$ cat src/rtl/async_fifo_core.sv
// Single-clock circular FIFO with watermark space flag and a registered, strobed read port.
// Optional sticky overflow output when ASYNC_FIFO_OVERFLOW_FLAG_EN is defined.
module async_fifo_core #(
   parameter int ASYNC_FIFO_MAXDATA       = 31,
   parameter int ASYNC_FIFO_MAXINDEX      = 3,
   parameter int ASYNC_FIFO_FULLTHRESHOLD = 4
) (
   input  logic                          clock,
   input  logic                          extReset,
   input  logic                          wrenb,
   input  logic [ASYNC_FIFO_MAXDATA:0]   wrdata,
   output logic                          space_avail,
   input  logic                          read_req,
   output logic                          data_avail,
   output logic                          data_valid,
`ifdef ASYNC_FIFO_OVERFLOW_FLAG_EN
   output logic                          overflow,
`endif
   output logic [ASYNC_FIFO_MAXDATA:0]   data_out
);

   localparam int DEPTH = 1 << (ASYNC_FIFO_MAXINDEX + 1);
   localparam logic [ASYNC_FIFO_MAXINDEX+1:0] C_DEPTH  = (ASYNC_FIFO_MAXINDEX+2)'(DEPTH);
   localparam logic [ASYNC_FIFO_MAXINDEX+1:0] C_THRESH = (ASYNC_FIFO_MAXINDEX+2)'(ASYNC_FIFO_FULLTHRESHOLD);
   localparam logic [ASYNC_FIFO_MAXINDEX+1:0] C_CNT1   = (ASYNC_FIFO_MAXINDEX+2)'(1);
   localparam logic [ASYNC_FIFO_MAXINDEX:0]   C_PTR1   = (ASYNC_FIFO_MAXINDEX+1)'(1);

   logic [ASYNC_FIFO_MAXDATA:0]   r_mem [DEPTH];
   logic [ASYNC_FIFO_MAXINDEX:0]  r_wptr;
   logic [ASYNC_FIFO_MAXINDEX:0]  r_rptr;
   logic [ASYNC_FIFO_MAXINDEX+1:0] r_count;
   logic                          r_data_valid;
   logic [ASYNC_FIFO_MAXDATA:0]   r_data_out;

   logic                          w_full;
   logic                          w_empty;
   logic                          w_push;
   logic                          w_pop;
   logic [ASYNC_FIFO_MAXINDEX+1:0] w_free;

   // Handshake: wrenb is accepted in any cycle the registered count is below depth and is
   // otherwise dropped; read_req pops only when count > 0, and the popped word appears on
   // data_out with data_valid high exactly one cycle later. Both decisions use the count
   // from before the edge, so an empty FIFO never falls through and a full one drops writes.
   assign w_full  = (r_count == C_DEPTH);
   assign w_empty = (r_count == '0);
   assign w_push  = wrenb && !w_full;
   assign w_pop   = read_req && !w_empty;
   assign w_free  = C_DEPTH - r_count;

   assign space_avail = (w_free >= C_THRESH);
   assign data_avail  = !w_empty;
   assign data_valid  = r_data_valid;
   assign data_out    = r_data_out;

   // RAM is not reset; data_out is only ever loaded from an entry that was written.
   always_ff @(posedge clock) begin
      if (w_push) begin
         r_mem[r_wptr] <= wrdata;
      end
   end

   always_ff @(posedge clock or posedge extReset) begin
      if (extReset) begin
         r_wptr       <= '0;
         r_rptr       <= '0;
         r_count      <= '0;
         r_data_valid <= 1'b0;
         r_data_out   <= '0;
      end else begin
         r_data_valid <= w_pop;
         if (w_push) begin
            r_wptr <= r_wptr + C_PTR1;
         end
         if (w_pop) begin
            r_rptr     <= r_rptr + C_PTR1;
            r_data_out <= r_mem[r_rptr];
         end
         unique case ({w_push, w_pop})
            2'b10:   r_count <= r_count + C_CNT1;
            2'b01:   r_count <= r_count - C_CNT1;
            default: r_count <= r_count;
         endcase
      end
   end

`ifdef ASYNC_FIFO_OVERFLOW_FLAG_EN
   logic r_overflow;

   // When full, any read_req pops, so a dropped write without a pop is wrenb && !read_req.
   always_ff @(posedge clock or posedge extReset) begin
      if (extReset) begin
         r_overflow <= 1'b0;
      end else if (wrenb && w_full && !read_req) begin
         r_overflow <= 1'b1;
      end
   end

   assign overflow = r_overflow;
`endif

endmodule

$ cat config.mk
export PLATFORM = sky130hd
export DESIGN_NAME = async_fifo_core
export DESIGN_NICKNAME = d
export VERILOG_FILES = /design/src/rtl/async_fifo_core.sv
export SDC_FILE = /design/constraint.sdc
export NUM_CORES = 1
export LEC_CHECK = 0
export ABC_CLOCK_PERIOD_IN_PS = 4300
export CAP_MARGIN = 20
export CORE_MARGIN = 2
export CORE_UTILIZATION = 61
export CTS_CLUSTER_DIAMETER = 50
export CTS_CLUSTER_SIZE = 12
export DETAILED_ROUTE_END_ITERATION = 8
export PLACE_DENSITY = 0.79
export SKIP_CTS_REPAIR_TIMING = 1
export SYNTH_ARGS = -nofsm -noshare
export SYNTH_HDL_FRONTEND = slang
export SYNTH_SLANG_ARGS = --single-unit
$ cat constraint.sdc
create_clock -name clock -period 4.3 [get_ports clock]
set_clock_uncertainty 0.2 [all_clocks]
set_input_delay 1.075 -clock clock [delete_from_list [all_inputs] [get_ports clock]]
set_output_delay 1.075 -clock clock [all_outputs]
set_load 0.05 [all_outputs]
* Word level (Yosys, flattened, before mapping)
Memory sizes are Yosys's and may differ from the RTL's. A register that Yosys moved wholly into a read port is not among the register bits.
Index checks and enable logic that the tools add are counted.
** Storage, ports and cells
- Bits in registers :: 14
- Bits in writable memories :: 512
- Bits of input ports :: 36
- Output and inout port bits :: 35
- Memories kept :: 1
** Memory list
- r_mem :: words 16, width 32, rd ports 1, clocked after memory_dff 1, write ports 1, RTL line 28 : logic [ASYNC_FIFO_MAXDATA:0] r_mem [DEPTH];
** Cells by class
- Add/subtract/negate cells :: 5
- Order comparisons :: 1
- Eq/ne operators :: 3
- Multiplexer cells :: 3
- Reductions and logical operators :: 6
** Operators by type and width (count)
- $pmux 5 s2 :: 1
- $add 4x1->4 const B :: 2
- $add 5x1->5 const B :: 1
- $eq 5x5->1 const B :: 1
- $ge 5x3->1 const B :: 1
- $logic_not 5->1 :: 1
- $sub 5x1->5 const B :: 1
- $sub 5x5->5 const A :: 1
- $eq 2x1->1 const B :: 1
- $eq 2x2->1 const B :: 1
- $logic_and 1x1->1 :: 2
- $logic_not 1->1 :: 2
- $mux 1 :: 2
- $reduce_bool 2->1 :: 1

* Logic depth before layout (Yosys ltp)
- Depth in word-level cells :: 5
- Depth in mapped cells :: 15

* Least setup slack after synthesis
No wires, ideal clock.
- Kind :: register to register
- Start point :: register r_count[1]
- End point :: register r_count[4]
- Setup time :: 0.123 ns
- Arrival :: 3.112 ns
- Data required time :: 3.977 ns
- Path slack :: 0.865 ns
- Cell stages (with the launch flop) :: 16
- Path buffers :: 3
- Cells stage by stage :: dfrtp_1 -> clkbuf_1 -> nor4_1 -> ha_1 -> inv_1 -> nand2_1 -> clkinv_1 -> clkbuf_1 -> ha_1 -> clkbuf_1 -> xor2_1 -> ha_1 -> and3b_1 -> o21ai_0 -> a31oi_1 -> xnor2_1
** Between the ends
- Longest elaborated chain between the ends :: 5
** RTL lines
- from (decl) :: RTL line 31 : logic [ASYNC_FIFO_MAXINDEX+1:0] r_count;
- from (signal assigned) :: RTL line 80 : 2'b10: r_count <= r_count + C_CNT1;
- from (signal assigned) :: RTL line 81 : 2'b01: r_count <= r_count - C_CNT1;
- from (signal assigned) :: RTL line 82 : default: r_count <= r_count;
- $logic_not 5->1 * :: RTL line 46 : assign w_empty = (r_count == '0);
- $logic_not 1->1 *
- named net data_avail :: RTL line 14 : output logic data_avail,
- $logic_and 1x1->1 * :: RTL line 48 : assign w_pop = read_req && !w_empty;
- named net w_pop :: RTL line 38 : logic w_pop;
- $eq 2x1->1 or $eq 2x2->1 (tied branches) :: RTL line 79 : unique case ({w_push, w_pop})
- $pmux 5 s2 or $reduce_bool 2->1 (tied branches)
The timed path passes the listed nets; every way through them passes the cells marked *.
A chain may end at the register's enable or synchronous reset.

* Final worst setup path
- Start point :: register r_count[1]
- End point :: output space_avail
** Between the ends
- Longest elaborated chain between the ends :: 2
** RTL lines
- $sub 5x5->5 :: RTL line 49 : assign w_free = C_DEPTH - r_count;
- $ge 5x3->1 :: RTL line 51 : assign space_avail = (w_free >= C_THRESH);
- to (decl) :: RTL line 12 : output logic space_avail,
Every way passes these cells.

==> flow_summary.toml <==
[layout]
drive_above_1_share = 0.131
seqCellArea_um2 = 16500
final_nets = 1315
nFillCells = 2122
areaGrowthSynthToFinish_pct = 13.0
final_cells = 1773
multi_input_area_um2 = 4750
stdcell_area_um2 = 24500
diodes = 0

[synthesis]
yosysTopAreaCell = "edfxtp_1"
synth_edf_count = 512
syn-cell-area_um2 = 21700
synth_warnings = 0
ys_ff_latch = 558
synth_cell_types = 43
synth_seq_area_share = 0.762
async_flop_share = 0.0824
synth_area_leaders = "edfxtp_1 71%, mux2i_1 7.9%, dfrtp_1 5.3%, mux4_2 4.4%, nand2_1 1.6%"
synth_ff_type = "edfxtp_1"
syn_avg_cell_area_um2 = 18.4
syn_nets = 1227
yosys-top-cells-count = "512 x edfxtp_1, 172 x mux2i_1, 93 x nand2_1, 46 x dfrtp_1, 42 x mux4_2"
yosysTopAreaCellShare = 0.709
synth_cells = 1181
yosysMostFrequentCell = "edfxtp_1"

[sta]
hold_viol_final = 0
fin_crit_sh = 0.930
period_needed_ns = 4.00
grt_setup_unrepaired = "false"
finalSetupViolCount = 0
worstMarginPinSlew_ns = 1.09
slew_headroom = 0.270
finalSetupTns_ns = 0
max_freq_ghz = 0.250
drv_slew = 0

[floorplan]
ios = 71
dieArea_um2 = 37100
dieWidth_um = 193
initial_core_util = 0.614
core_area_um2 = 35300
num_rows = 69
die_y_um = 193

[drt]
routed_wl_um = 44100
vias = 11151
drc = 0
dr.pass1.iters = 5
wl_per_cell_um = 24.9
drt_iter0_drc = 1237
viasPerCell = 6.29
antenna_left = 0

[worst_setup_path]
worstPathMaxFanout = 8
crit_required_ns = 3.02
r2r_end = "r_count[4]"
endpoint_kind = "output port"
ff2ff_path_depth = 12
cp-start-kind = "flop"
r2r_slack_ns = 1.07
critPathKind = "reg2out"
arrival_ns = 2.72
rr_startpoint = "r_count[1]"

[worst_hold_path]
hold_start = "data_out[25]"
holdPathStages = 2
hold_path_class = "reg2reg"
holdPathEnd = "data_out[25]"

[placed_design]
placed_area_um2 = 23000
hpwl_um = 23600
place_congestion = 0.748
dp_cells = 1675
portBuffers = 70

[cts]
cts_buffer_depth = 3
cts_inserted_buffers = 52
cts_tree = "done"
clk_latency_ns = 0.57
cts_root_buffer = "clkbuf_16"
cts.clk_slew.worst_paths_ns = 0.06
htreeDepth = 2
clock-sinks = 558

[pwr]
p_leak_nw = 8.28
p_per_area_nw_per_um2 = 657
vdd_ir_drop_max_mv = 0.438

[global_route]
grt_pass1_wl_um = 66700
grt_use_total = 0.246
grt_max_degree = 103
grt_overflow = 0
first_global_vias = 11317
antenna_found_initial = 0

[run]
max-cap-violations = 0

[outcome]
status = "finished, final reports clean"
-- per-layer routing --
layer  GRT usage  share of wire  routed length (um)  vias to the layer above
met5           0              0                   0                        -
met4      0.0837          0.024                1060                        0
met3      0.0418          0.071                3150                       73
met2       0.386           0.48               21300                      508
met1       0.356           0.42               18600                     5703
li1            -              -                   -                     4867
-- cells by family after synthesis --
group,count (synthesis),share of synthesized area
xor gates and xnor gates,12,0.00485
and+or+nand+nor,186,0.0420
buffers and inverters,77,0.0199
muxes,215,0.124
AOI/OAI and AO/OA,123,0.0414
adders and majority gates,10,0.00577
DFF,558,0.762
-- cells in the final DEF, fill, tap and decap left out, drive strengths merged, types with 2 or more instances in the layout --
| master | instances |
|---|---|
| mux4 | 42 |
| o22ai | 15 |
| nand3 | 18 |
| nor2 | 3 |
| ha | 10 |
| xnor2 | 7 |
| dfrtp | 46 |
| nor2b | 5 |
| buf | 33 |
| a22oi | 38 |
| o21ai | 5 |
| clkdlybuf4s50 | 70 |
| nand2b | 2 |
| o221ai | 14 |
| and2 | 18 |
| edfxtp | 512 |
| inv | 9 |
| xor2 | 5 |
| nand2 | 93 |
| a21oi | 33 |
| mux2i | 172 |
| nand4 | 38 |
| nor3 | 2 |
| or2 | 2 |
| o31ai | 15 |
| clkbuf | 95 |
-- sequential cells by signal, summed over array words and instances, names as in the netlist --
signal	cells
data_out	32
r_count	5
data_valid	1
r_mem	512
r_rptr	4
r_wptr	4
-- power by group --
| part | switching, mW | internal, mW |
|---|---|---|
| Combinational | 2.94 | 1.87 |
| Clock | 1.83 | 2.34 |
| Sequential | 0.462 | 6.64 |
| Total | 5.23 | 10.9 |
-- final cells by class --
| cell class | count | share of cell area |
|---|---|---|
| flip-flops and latches | 558 | 0.675 |
| multi-input cells | 546 | 0.194 |
| clock buffers | 95 | 0.0614 |
| repair buffers | 103 | 0.0443 |
| inverters | 8 | 0.00123 |
| clock inverters | 2 | 0.000715 |
| well taps | 461 | 0.0235 |
-- metrics by stage --
| step | utilization | setup slack (ns) | power (mW) | hold slack (ns) |
|---|---|---|---|---|
| after detailed placement | 0.650 | 0.711 | 12.0 | 0.275 |
| after global placement | 0.650 | 0.786 | 11.9 | 0.265 |
| after CTS | 0.693 | 0.262 | 16.1 | 0.289 |
| after floorplan | - | 0.865 | 10.6 | 0.293 |
| after global routing | 0.694 | 0.164 | 16.7 | 0.308 |
| final | 0.694 | 0.301 | 16.1 | 0.281 |
-- worst max path at each step --
stage               startpoint     endpoint  slack [ns]  cells past startpoint
floorplan           r_count[1]   r_count[4]        0.87                     15
global placement         wrenb   r_count[4]        0.79                     11
detailed placement       wrenb   r_count[2]        0.71                     11
CTS                 r_count[1]  space_avail        0.26                      4
global route        r_count[1]  space_avail        0.16                      4
finish              r_count[1]  space_avail        0.30                      4
-- worst max-delay path: stages (launching register included) --
cell and delay (ns):
dfrtp_1 0.46, nor4_1 0.49, ha_1 0.32, o21ai_0 0.07
clkdlybuf4s50_1 0.82
Note: power is estimated with default switching activity, not from simulation.
